===== config.mk =====
export PLATFORM = sky130hd
export DESIGN_NAME = cabac_ctx_mgr
export DESIGN_NICKNAME = d
export VERILOG_FILES = /design/src/rtl/cabac_ctx_pkg.sv /design/src/rtl/cabac_ctx_init_calc.sv /design/src/rtl/cabac_ctx_mgr.sv
export SDC_FILE = /design/constraint.sdc
export NUM_CORES = 1
export LEC_CHECK = 0
export ABC_AREA = 1
export CORE_MARGIN = 3
export CORE_UTILIZATION = 61
export DETAILED_ROUTE_END_ITERATION = 6
export GPL_ROUTABILITY_DRIVEN = 1
export PLACE_DENSITY = 0.89
export SLEW_MARGIN = 15
export SYNTH_ARGS = -nofsm -noshare
export SYNTH_HDL_FRONTEND = slang
export SYNTH_SLANG_ARGS = --single-unit

===== constraint.sdc =====
create_clock -name clk -period 17.9 [get_ports clk]
set_input_delay 3.58 -clock clk [delete_from_list [all_inputs] [get_ports clk]]
set_output_delay 3.58 -clock clk [all_outputs]
set_load 0.05 [all_outputs]

===== src/rtl/cabac_ctx_pkg.sv =====
// ---------------------------------------------------------------------------
// cabac_ctx_pkg
// Shared definitions for the CABAC context-model manager:
//   - context geometry (count, index width, word width)
//   - context word layout {pStateIdx[5:0], valMps}
//   - LPS state transition table
//   - manager FSM state encoding
// No ports (package).
// ---------------------------------------------------------------------------
package cabac_ctx_pkg;

  localparam int CTX_NUM = 64;
  localparam int CTX_AW  = 6;
  localparam int CTX_W   = 7;
  localparam int PS_W    = 6;

  // Word field offsets: valMps in bit 0, pStateIdx in bits 6:1.
  localparam int MPS_BIT = 0;
  localparam int PS_LSB  = 1;
  localparam int PS_MSB  = 6;

  localparam logic [CTX_AW-1:0] CNT_LAST   = CTX_AW'(CTX_NUM - 1);
  localparam logic [PS_W-1:0]   PS_MPS_MAX = 6'd62;

  typedef enum logic [1:0] {
    ST_IDLE  = 2'd0,
    ST_INIT  = 2'd1,
    ST_READY = 2'd2
  } ctx_state_e;

  localparam logic [PS_W-1:0] TRANS_IDX_LPS [CTX_NUM] = '{
    6'd0,  6'd0,  6'd1,  6'd2,  6'd2,  6'd4,  6'd4,  6'd5,
    6'd6,  6'd7,  6'd8,  6'd9,  6'd9,  6'd11, 6'd11, 6'd12,
    6'd13, 6'd13, 6'd15, 6'd15, 6'd16, 6'd16, 6'd18, 6'd18,
    6'd19, 6'd19, 6'd21, 6'd21, 6'd22, 6'd22, 6'd23, 6'd24,
    6'd24, 6'd25, 6'd26, 6'd26, 6'd27, 6'd27, 6'd28, 6'd29,
    6'd29, 6'd30, 6'd30, 6'd30, 6'd31, 6'd32, 6'd32, 6'd33,
    6'd33, 6'd33, 6'd34, 6'd34, 6'd35, 6'd35, 6'd35, 6'd36,
    6'd36, 6'd36, 6'd37, 6'd37, 6'd37, 6'd38, 6'd38, 6'd63
  };

  function automatic logic [PS_W-1:0] trans_idx_lps(input logic [PS_W-1:0] ps);
    return TRANS_IDX_LPS[ps];
  endfunction

  function automatic logic [CTX_W-1:0] ctx_word(input logic [PS_W-1:0] ps,
                                                input logic            mps);
    return {ps, mps};
  endfunction

endpackage


===== src/rtl/cabac_ctx_init_calc.sv =====
// ---------------------------------------------------------------------------
// cabac_ctx_init_calc
// Combinational derivation of one initial context word from its 8-bit init
// value and the slice QP.
// Ports:
//   init_val_i  in  8  {slope[3:0], offset[3:0]}
//   qp_i        in  6  slice QP (clipped to 0..51 internally)
//   word_o      out 7  {pStateIdx[5:0], valMps}
// ---------------------------------------------------------------------------
module cabac_ctx_init_calc
  import cabac_ctx_pkg::*;
(
  input  logic [7:0]       init_val_i,
  input  logic [5:0]       qp_i,
  output logic [CTX_W-1:0] word_o
);

  logic [3:0]         slope;
  logic [3:0]         offset;
  logic [6:0]         slope_x5;
  logic signed [7:0]  m;
  logic signed [7:0]  n;
  logic [5:0]         qp_c;
  logic signed [12:0] m_ext;
  logic signed [12:0] qp_ext;
  logic signed [12:0] prod;
  logic signed [12:0] prod_sh;
  logic signed [13:0] pre_raw;
  logic [6:0]         pre;
  logic               mps;
  logic [PS_W-1:0]    ps;

  // Product fits 13-bit signed (|m| <= 45, qp <= 51); the >>> 4 must floor,
  // so everything on that path stays signed.
  always_comb begin
    slope    = init_val_i[7:4];
    offset   = init_val_i[3:0];
    slope_x5 = {1'b0, slope, 2'b00} + {3'b000, slope};
    m        = $signed({1'b0, slope_x5}) - 8'sd45;
    n        = $signed({1'b0, offset, 3'b000}) - 8'sd16;
    qp_c     = (qp_i > 6'd51) ? 6'd51 : qp_i;
    m_ext    = {{5{m[7]}}, m};
    qp_ext   = {7'b0000000, qp_c};
    prod     = m_ext * qp_ext;
    prod_sh  = prod >>> 4;
    pre_raw  = {prod_sh[12], prod_sh} + {{6{n[7]}}, n};
    if (pre_raw < 14'sd1) begin
      pre = 7'd1;
    end else if (pre_raw > 14'sd126) begin
      pre = 7'd126;
    end else begin
      pre = pre_raw[6:0];
    end
    // pre is 1..126: above 63 the low six bits are already pre-64.
    mps    = pre[6];
    ps     = mps ? pre[5:0] : (6'd63 - pre[5:0]);
    word_o = ctx_word(ps, mps);
  end

endmodule


===== src/rtl/cabac_ctx_mgr.sv =====
// ---------------------------------------------------------------------------
// cabac_ctx_mgr
// Controller for the 64-entry CABAC context register file. On start_i it
// writes all 64 initial contexts (one per cycle), then serves per-bin
// lookups with a two-stage read / update-and-write-back pipeline.
// Optional statistics counters are built when CABAC_CTX_STAT_EN is defined.
// Ports:
//   clk, rst_n              clock, async active-low reset
//   start_i, qp_i           begin initialisation with this slice QP
//   init_addr_o, init_val_i init-table lookup (combinational return)
//   init_done_o             one-cycle pulse at end of initialisation
//   ctx_rdy_o               lookups accepted
//   ctx_req_i, ctx_idx_i, bin_i   lookup request
//   ctx_vld_o, ctx_pstate_o, ctx_mps_o   state before update
//   rf_r_*                  RF read port (data one cycle after enable)
//   rf_w_*                  RF write port
//   bin_cnt_o, lps_cnt_o    (CABAC_CTX_STAT_EN only) saturating counters
// ---------------------------------------------------------------------------
module cabac_ctx_mgr
  import cabac_ctx_pkg::*;
(
  input  logic              clk,
  input  logic              rst_n,
  input  logic              start_i,
  input  logic [5:0]        qp_i,
  output logic [CTX_AW-1:0] init_addr_o,
  input  logic [7:0]        init_val_i,
  output logic              init_done_o,
  output logic              ctx_rdy_o,
  input  logic              ctx_req_i,
  input  logic [CTX_AW-1:0] ctx_idx_i,
  input  logic              bin_i,
  output logic              ctx_vld_o,
  output logic [PS_W-1:0]   ctx_pstate_o,
  output logic              ctx_mps_o,
`ifdef CABAC_CTX_STAT_EN
  output logic [15:0]       bin_cnt_o,
  output logic [15:0]       lps_cnt_o,
`endif
  output logic              rf_r_en_o,
  output logic [CTX_AW-1:0] rf_r_addr_o,
  input  logic [CTX_W-1:0]  rf_r_data_i,
  output logic              rf_w_en_o,
  output logic [CTX_AW-1:0] rf_w_addr_o,
  output logic [CTX_W-1:0]  rf_w_data_o
);

  ctx_state_e        state_q, state_d;
  logic [CTX_AW-1:0] cnt_q, cnt_d;
  logic [5:0]        qp_q, qp_d;
  logic              done_q, done_d;

  logic              s1_vld_q, s1_vld_d;
  logic [CTX_AW-1:0] s1_idx_q, s1_idx_d;
  logic              s1_bin_q, s1_bin_d;
  logic              byp_q, byp_d;
  logic [CTX_W-1:0]  fwd_q, fwd_d;

  logic              init_active;
  logic              rdy;
  logic              accept;
  logic [CTX_W-1:0]  init_word;
  logic [CTX_W-1:0]  cur_word;
  logic [PS_W-1:0]   cur_ps;
  logic              cur_mps;
  logic              is_lps;
  logic [PS_W-1:0]   upd_ps;
  logic              upd_mps;
  logic [CTX_W-1:0]  upd_word;

  cabac_ctx_init_calc u_init_calc (
    .init_val_i (init_val_i),
    .qp_i       (qp_q),
    .word_o     (init_word)
  );

  // start_i wins from any state and restarts the sweep at index 0.
  always_comb begin
    state_d = state_q;
    cnt_d   = cnt_q;
    qp_d    = qp_q;
    done_d  = 1'b0;
    if (start_i) begin
      state_d = ST_INIT;
      cnt_d   = '0;
      qp_d    = qp_i;
    end else begin
      case (state_q)
        ST_INIT: begin
          if (cnt_q == CNT_LAST) begin
            state_d = ST_READY;
            cnt_d   = '0;
            done_d  = 1'b1;
          end else begin
            cnt_d = cnt_q + 6'd1;
          end
        end
        default: ;
      endcase
    end
  end

  always_ff @(posedge clk or negedge rst_n) begin
    if (!rst_n) begin
      state_q <= ST_IDLE;
      cnt_q   <= '0;
      qp_q    <= '0;
      done_q  <= 1'b0;
    end else begin
      state_q <= state_d;
      cnt_q   <= cnt_d;
      qp_q    <= qp_d;
      done_q  <= done_d;
    end
  end

  // Readiness drops combinationally with start_i so no lookup slips in
  // alongside a restart.
  assign init_active = (state_q == ST_INIT);
  assign rdy         = (state_q == ST_READY) && !start_i;
  assign accept      = ctx_req_i && rdy;

  // S1 state source: the RF returns the pre-write value when S0 reads the
  // same index S1 is writing, so that case takes the forwarded word.
  always_comb begin
    cur_word = byp_q ? fwd_q : rf_r_data_i;
    cur_ps   = cur_word[PS_MSB:PS_LSB];
    cur_mps  = cur_word[MPS_BIT];
    is_lps   = (s1_bin_q != cur_mps);
    upd_mps  = cur_mps;
    if (!is_lps) begin
      upd_ps = (cur_ps >= PS_MPS_MAX) ? PS_MPS_MAX : (cur_ps + 6'd1);
    end else begin
      if (cur_ps == '0) begin
        upd_mps = ~cur_mps;
      end
      upd_ps = trans_idx_lps(cur_ps);
    end
    upd_word = ctx_word(upd_ps, upd_mps);
  end

  always_comb begin
    s1_vld_d = accept;
    s1_idx_d = accept ? ctx_idx_i : s1_idx_q;
    s1_bin_d = accept ? bin_i : s1_bin_q;
    byp_d    = accept && s1_vld_q && (ctx_idx_i == s1_idx_q);
    fwd_d    = upd_word;
  end

  always_ff @(posedge clk or negedge rst_n) begin
    if (!rst_n) begin
      s1_vld_q <= 1'b0;
      s1_idx_q <= '0;
      s1_bin_q <= 1'b0;
      byp_q    <= 1'b0;
      fwd_q    <= '0;
    end else begin
      s1_vld_q <= s1_vld_d;
      s1_idx_q <= s1_idx_d;
      s1_bin_q <= s1_bin_d;
      byp_q    <= byp_d;
      fwd_q    <= fwd_d;
    end
  end

  // INIT and S1 never overlap: the first INIT cycle always follows a
  // start_i cycle, in which no lookup is accepted.
  always_comb begin
    init_addr_o  = init_active ? cnt_q : '0;
    init_done_o  = done_q;
    ctx_rdy_o    = rdy;
    rf_r_en_o    = accept;
    rf_r_addr_o  = accept ? ctx_idx_i : '0;
    ctx_vld_o    = s1_vld_q;
    ctx_pstate_o = s1_vld_q ? cur_ps : '0;
    ctx_mps_o    = s1_vld_q ? cur_mps : 1'b0;
    rf_w_en_o    = 1'b0;
    rf_w_addr_o  = '0;
    rf_w_data_o  = '0;
    if (init_active) begin
      rf_w_en_o   = 1'b1;
      rf_w_addr_o = cnt_q;
      rf_w_data_o = init_word;
    end else if (s1_vld_q) begin
      rf_w_en_o   = 1'b1;
      rf_w_addr_o = s1_idx_q;
      rf_w_data_o = upd_word;
    end
  end

`ifdef CABAC_CTX_STAT_EN
  logic [15:0] bin_cnt_q, bin_cnt_d;
  logic [15:0] lps_cnt_q, lps_cnt_d;

  // Counters saturate at all-ones; a restart clears them even if an S1
  // update lands in the same cycle.
  always_comb begin
    bin_cnt_d = bin_cnt_q;
    lps_cnt_d = lps_cnt_q;
    if (start_i) begin
      bin_cnt_d = '0;
      lps_cnt_d = '0;
    end else if (s1_vld_q) begin
      if (bin_cnt_q != 16'hFFFF) begin
        bin_cnt_d = bin_cnt_q + 16'd1;
      end
      if (is_lps && (lps_cnt_q != 16'hFFFF)) begin
        lps_cnt_d = lps_cnt_q + 16'd1;
      end
    end
  end

  always_ff @(posedge clk or negedge rst_n) begin
    if (!rst_n) begin
      bin_cnt_q <= '0;
      lps_cnt_q <= '0;
    end else begin
      bin_cnt_q <= bin_cnt_d;
      lps_cnt_q <= lps_cnt_d;
    end
  end

  assign bin_cnt_o = bin_cnt_q;
  assign lps_cnt_o = lps_cnt_q;
`endif

endmodule


==> metrics.txt, run 1 <==
CTS Sinks=31; Synthesized Nets=about 750; Final Setup Violations=0; first-pass GRT wire length=18400 um; most frequent cell after synthesis=inv_1; Post-synth EDFFs=0; Inserted Diodes=0; post-CTS resize count=0; fill count=557; GR Util All Layers=0.260; largest net degree at the start of global routing=32; post-CTS setup buffers=0; WP buf/inv=9; First-pass DRT Iterations=5; WP data required=14320 ps; post-synth cell types=47; register area share after synthesis=0.170; initial antenna violation count=0; Fmax=just under 70 MHz; RSZ-0062 raised after global routing=false; Post-Route WL=11000 um; half-perimeter wire length after placement=9020 um; crit share post-route=0.824; die footprint=0.00856 sq mm; Min-Delay Path Class=register to register; number of global-route vias before repair=between 4000 and 5000; initial core utilization=0.651; DR vias=4392; Post-Syn Area=0.00457 sq mm; CP top delay family=adder cells; critical path class=input pin to output port; CP Capture Type=output port; GPL Wtd Cong=0.933; share of layout cells above drive strength 1=0.0782; CP max FO=7; CTS H-tree lvls=2; TritonCTS clock tree=built; Root Buffer Master=clkbuf_8; leading area contributor after synthesis=dfrtp_1; CP arrival=11170 ps; Worst-Skew Late Latency=280 ps; Post-Syn Instances=649; I/O Buffers=between 60 and 70; Ports=69; worst slew pin tran=764 ps; Max clock buf depth=2; Clock transition at path regs=60 ps; Die Wd=around 93 um; via density per instance=around 5.4; Die Y-Extent=just over 90 um; Final Skew=3.28 ps; CP max stage delay=810 ps; # Max-Cap Violations=0; Tmin final=14750 ps; setup TNS=0 ps; gr ovfl total=0; asr flop ratio synth=1.00; total CTS buffers=5; Yosys top cell area share=0.170; warnings from Yosys=0; Core ar.=0.00702 sq mm; Syn-to-layout area delta=18.0%; nets=roughly 820; Critical Path Start Type=input pin; post-route ant nets=0; run status=completed; FP Rows=30; Slowest cell on crit path=clkdlybuf4s50_1; Final Hold Viols=0; Final Slew Violations=0; syn avg cell area=between 7 and 8 sq um; number of remaining DRC errors=0; dominant synthesized flop cell=dfrtp_1; Rel. slew slack=0.489; routed len/inst=between 10 and 15 um; hold buffers post-CTS=0; most frequent cells after synthesis=inv_1, nand2_1, nor2_1; 1st-iter DRT viols=roughly 170; largest cells by area after synthesis=dfrtp_1, fa_1, ha_1, inv_1, nand2_1; Yosys reg bits=31
[worst reg2reg max path, delay by kind of cell (launching register included)]
family          cells  cell delay, ps
buf+inv             3             400
flops               1             660
compound gates      3             460
fa+ha+maj           1             280
simple gates        7             760
[cells by family after synthesis]
kind of cell             after synthesis  share of synthesized area
XOR/XNOR                              28                     0.0578
AND/OR/NAND/NOR                      272                      0.258
multiplexers                           1                    0.00493
flip-flops                            31                      0.170
adder cells (fa/ha/maj)               72                      0.247
AO/OA/AOI/OAI                         95                      0.133
buffers and inverters                150                      0.130
[sequential cells by signal, summed over array words and instances (netlist names)]
signal,flops
fwd_q,7
cnt_q,6
qp_q,6
s1_idx_q,6
state_q,2
byp_q,1
ctx_vld_o,1
init_done_o,1
s1_bin_q,1
[final timing paths]
check,startpoint,to,slack [ps],cells after the start
hold / removal,qp_q[3],qp_q[3],530,2
min in group asynchronous,rst_n,ctx_vld_o,3690,2
setup reg to reg,byp_q,fwd_q[2],15220,14
hold reg to reg,qp_q[3],qp_q[3],530,2
setup / recovery,init_val_i[4],rf_w_data_o[5],3150,37
max in group asynchronous,rst_n,qp_q[0],13910,2
[metrics by stage]
| step | setup slack [ps] | hold slack, ps | area (sq um) | utilization | std cells |
|---|---|---|---|---|---|
| after floorplan | 4810 | 494 | 4570 | - | 649 |
| after global placement | 3490 | 522 | 5310 | 0.756 | 804 |
| after global routing | 2620 | 584 | 5390 | 0.768 | 812 |
| after detailed placement | 3200 | 529 | 5310 | 0.756 | 804 |
| after CTS | 3180 | 540 | 5390 | 0.768 | 812 |
| final | 3150 | 535 | 5390 | 0.768 | 812 |
[metal layers]
metal  up-vias  wire length [um]  track usage
met4         0               227       0.0780
met3        22               516       0.0398
met1      2071              4320        0.293
met5         -                 0            0
li1       2155                 -            -
met2       144              5930        0.498
[layout make-up]
| class | instances | area [sq um] | area share |
|---|---|---|---|
| flip-flops and latches | 31 | 776 | 0.144 |
| repair buffers | 69 | 688 | 0.128 |
| multi-input cells | 468 | 3200 | 0.593 |
| clock inverters | 1 | 5.00 | 0.000929 |
| well taps | 96 | 120 | 0.0223 |
| clock buffers | 7 | 76.3 | 0.0142 |
| inverters | 140 | 528 | 0.0980 |
[cells in the final DEF (no fill, tap or decap), types with 2 or more instances in the layout]
cell type and n:
nor2_4 2, clkinv_1 3, o22ai_1 8, nor3_1 5, nor2_2 3, clkbuf_1 2, inv_1 126, o211ai_1 2
inv_2 10, a22oi_1 2, nor4_1 3, or2_2 2, o21ai_2 6, nand2_2 11, nand4_1 2, or2_1 4
o21ai_0 30, dfrtp_1 31, o21bai_1 4, o21ai_1 8, a21oi_1 22, a21oi_4 2, nand2_1 122, ha_1 42
a221oi_1 3, clkbuf_8 5, xor2_1 18, nor2_1 83, fa_1 30, nand3b_1 2, nand3_1 28, nand2_4 2
clkdlybuf4s50_1 68, xnor2_1 9, o211ai_2 2
Power of run 1 is left out: the tool's default activity adds up to more than one toggle a clock period on the data nets, which glitch-free logic cannot reach.
==> run 2: changes to the inputs <==
--- a/config.mk
+++ b/config.mk
@@ -7,10 +7,10 @@
 export LEC_CHECK = 0
 export ABC_AREA = 1
 export CORE_MARGIN = 3
-export CORE_UTILIZATION = 61
+export CORE_UTILIZATION = 51
 export DETAILED_ROUTE_END_ITERATION = 6
 export GPL_ROUTABILITY_DRIVEN = 1
-export PLACE_DENSITY = 0.89
+export PLACE_DENSITY = 0.79
 export SLEW_MARGIN = 15
 export SYNTH_ARGS = -nofsm -noshare
 export SYNTH_HDL_FRONTEND = slang
==> constraint.sdc (replaced) <==
create_clock -name clk -period 12.17 [get_ports clk]
set_input_delay 2.434 -clock clk [delete_from_list [all_inputs] [get_ports clk]]
set_output_delay 2.434 -clock clk [all_outputs]
set_load 0.05 [all_outputs]
==> run 2 against run 1 <==
  * Critical path depth grew 3
  * First-iteration DRC count grew 3.6%
  * Routed wire length shrank 0.12%
  * Utilization shrank 12 points
  * Worst setup slack lost 2700 ps
  * Count of clock-buffer cells in the layout shrank 1
  * Final cell count grew 1.2%
  * Final area grew 1.8%
  * Critical path type unchanged
  * Critical endpoint is now rf_w_data_o[3]
==> metrics.txt, run 2 (synthesis results as in run 1) <==
Final Hold Viols=0; Worst Hold Launch=s1_idx_q[2]; GR Util All Layers=0.216; leading cell types in the layout, fill and taps excluded=inv_1, nand2_1, nor2_1; Setup crit start=init_val_i[6]; WP data required=approximately 9700 ps; CP max stage delay=540 ps; Syn-to-layout area delta=20.1%; number of global-route vias before repair=4146; Final Slew Violations=0; largest net degree at the start of global routing=32; worst reg2reg setup slack=around 9600 ps; die footprint=about 0.010 sq mm; CTS Sinks=31; hold buffers post-CTS=0; initial antenna violation count=0; Rel. slew slack=0.461; Final Setup Violations=0; Critical Path Start Type=input pin; largest reg by FF count=fwd_q; Post-Route WL=between 10000 and 15000 um; Clock transition at path regs=approximately 60 ps; Worst-Skew Late Latency=~280 ps; CP arrival=slightly above 9000 ps; share of layout cells above drive strength 1=0.0948; max reg flops=7; gr ovfl total=0; RSZ-0062 raised after global routing=true; Inserted Diodes=0; Final Skew=2.47 ps; Die Wd=101 um; TritonCTS clock tree=built; First-pass DRT Iterations=5; Slowest cell on crit path=fa_1; I/O Buffers=68; post-place setup slack=about 310 ps; # Max-Cap Violations=0; crit share post-route=0.963; 1st-iter DRT viols=172; FP Rows=33; number of remaining DRC errors=0; initial core utilization=0.540; run status=completed; GPL Wtd Cong=between 0.9 and 1; worst slew pin tran=805 ps; via density per instance=about 5.2; reg2reg start=byp_q; CP max FO=7; Min-Delay Path Class=register to register; routed len/inst=13.4 um; first-pass GRT wire length=18300 um; total CTS buffers=5; nets=just over 800; crit-path most repeated cell=nand2_1; CTS H-tree lvls=2; Tmin final=11710 ps; Max clock buf depth=2; critical path class=input pin to output port; Die Y-Extent=~100 um; Ports=just under 70; DR vias=between 4000 and 5000; post-route ant nets=0; Core ar.=0.00846 sq mm; half-perimeter wire length after placement=around 9000 um; Fmax=85.4 MHz; CP Capture Type=output port; fill count=773; Root Buffer Master=clkbuf_8; commonest non-fill, non-tap cell in the layout=inv_1; PnR worst setup slack=456 ps
## run 2: cell type report
class	count	area (sq um)	area share
clock buffer	6	82.6	0.0151
clock inverter	1	5.00	0.000912
inverter	140	528	0.0962
multi-input combinational	468	3200	0.583
sequential	31	776	0.141
tap	105	131	0.0239
timing repair buffer	71	763	0.139
## run 2: metal layers
metal	wire [um]	track usage	share of wire	vias to the layer above
li1	-	-	-	2158
met1	4520	0.269	0.41	2016
met2	5900	0.406	0.54	106
met3	462	0.0256	0.042	11
met4	89	0.0332	0.0081	0
met5	0	0	0	-
## run 2: stage by stage
step	instances	hold WS, ps	utilization	TNS (ps)	area [sq um]
2_1_floorplan	649	494	-	0	4570
3_3_place_gp	813	521	0.635	0	5380
3_5_place_dp	813	542	0.635	0	5380
4_1_cts	820	555	0.646	0	5460
5_1_grt	822	576	0.648	-1.21	5490
6_report	822	553	0.648	0	5490
## run 2: final timing paths
check,end,depth (start not counted)
max in group asynchronous,cnt_q[5],2
min reg2reg,s1_idx_q[2],2
min in group asynchronous,s1_idx_q[3],2
max reg2reg,fwd_q[2],13
min,s1_idx_q[2],2
max,rf_w_data_o[3],40
## run 2: worst max-delay path: cells and delay by family
family / cells / cell delay, ps
xor+xnor: 1 / 140
fa+ha+maj: 7 / 2980
buf+inv: 11 / 1360
simple gates: 17 / 1790
compound gates: 4 / 580
## run 2: timing repair
action,in CTS,in global routing
gates resized for setup,0,4
endpoints found under the setup margin,0,7
buffers inserted,0,2
Power of run 2 is left out for the same reason.
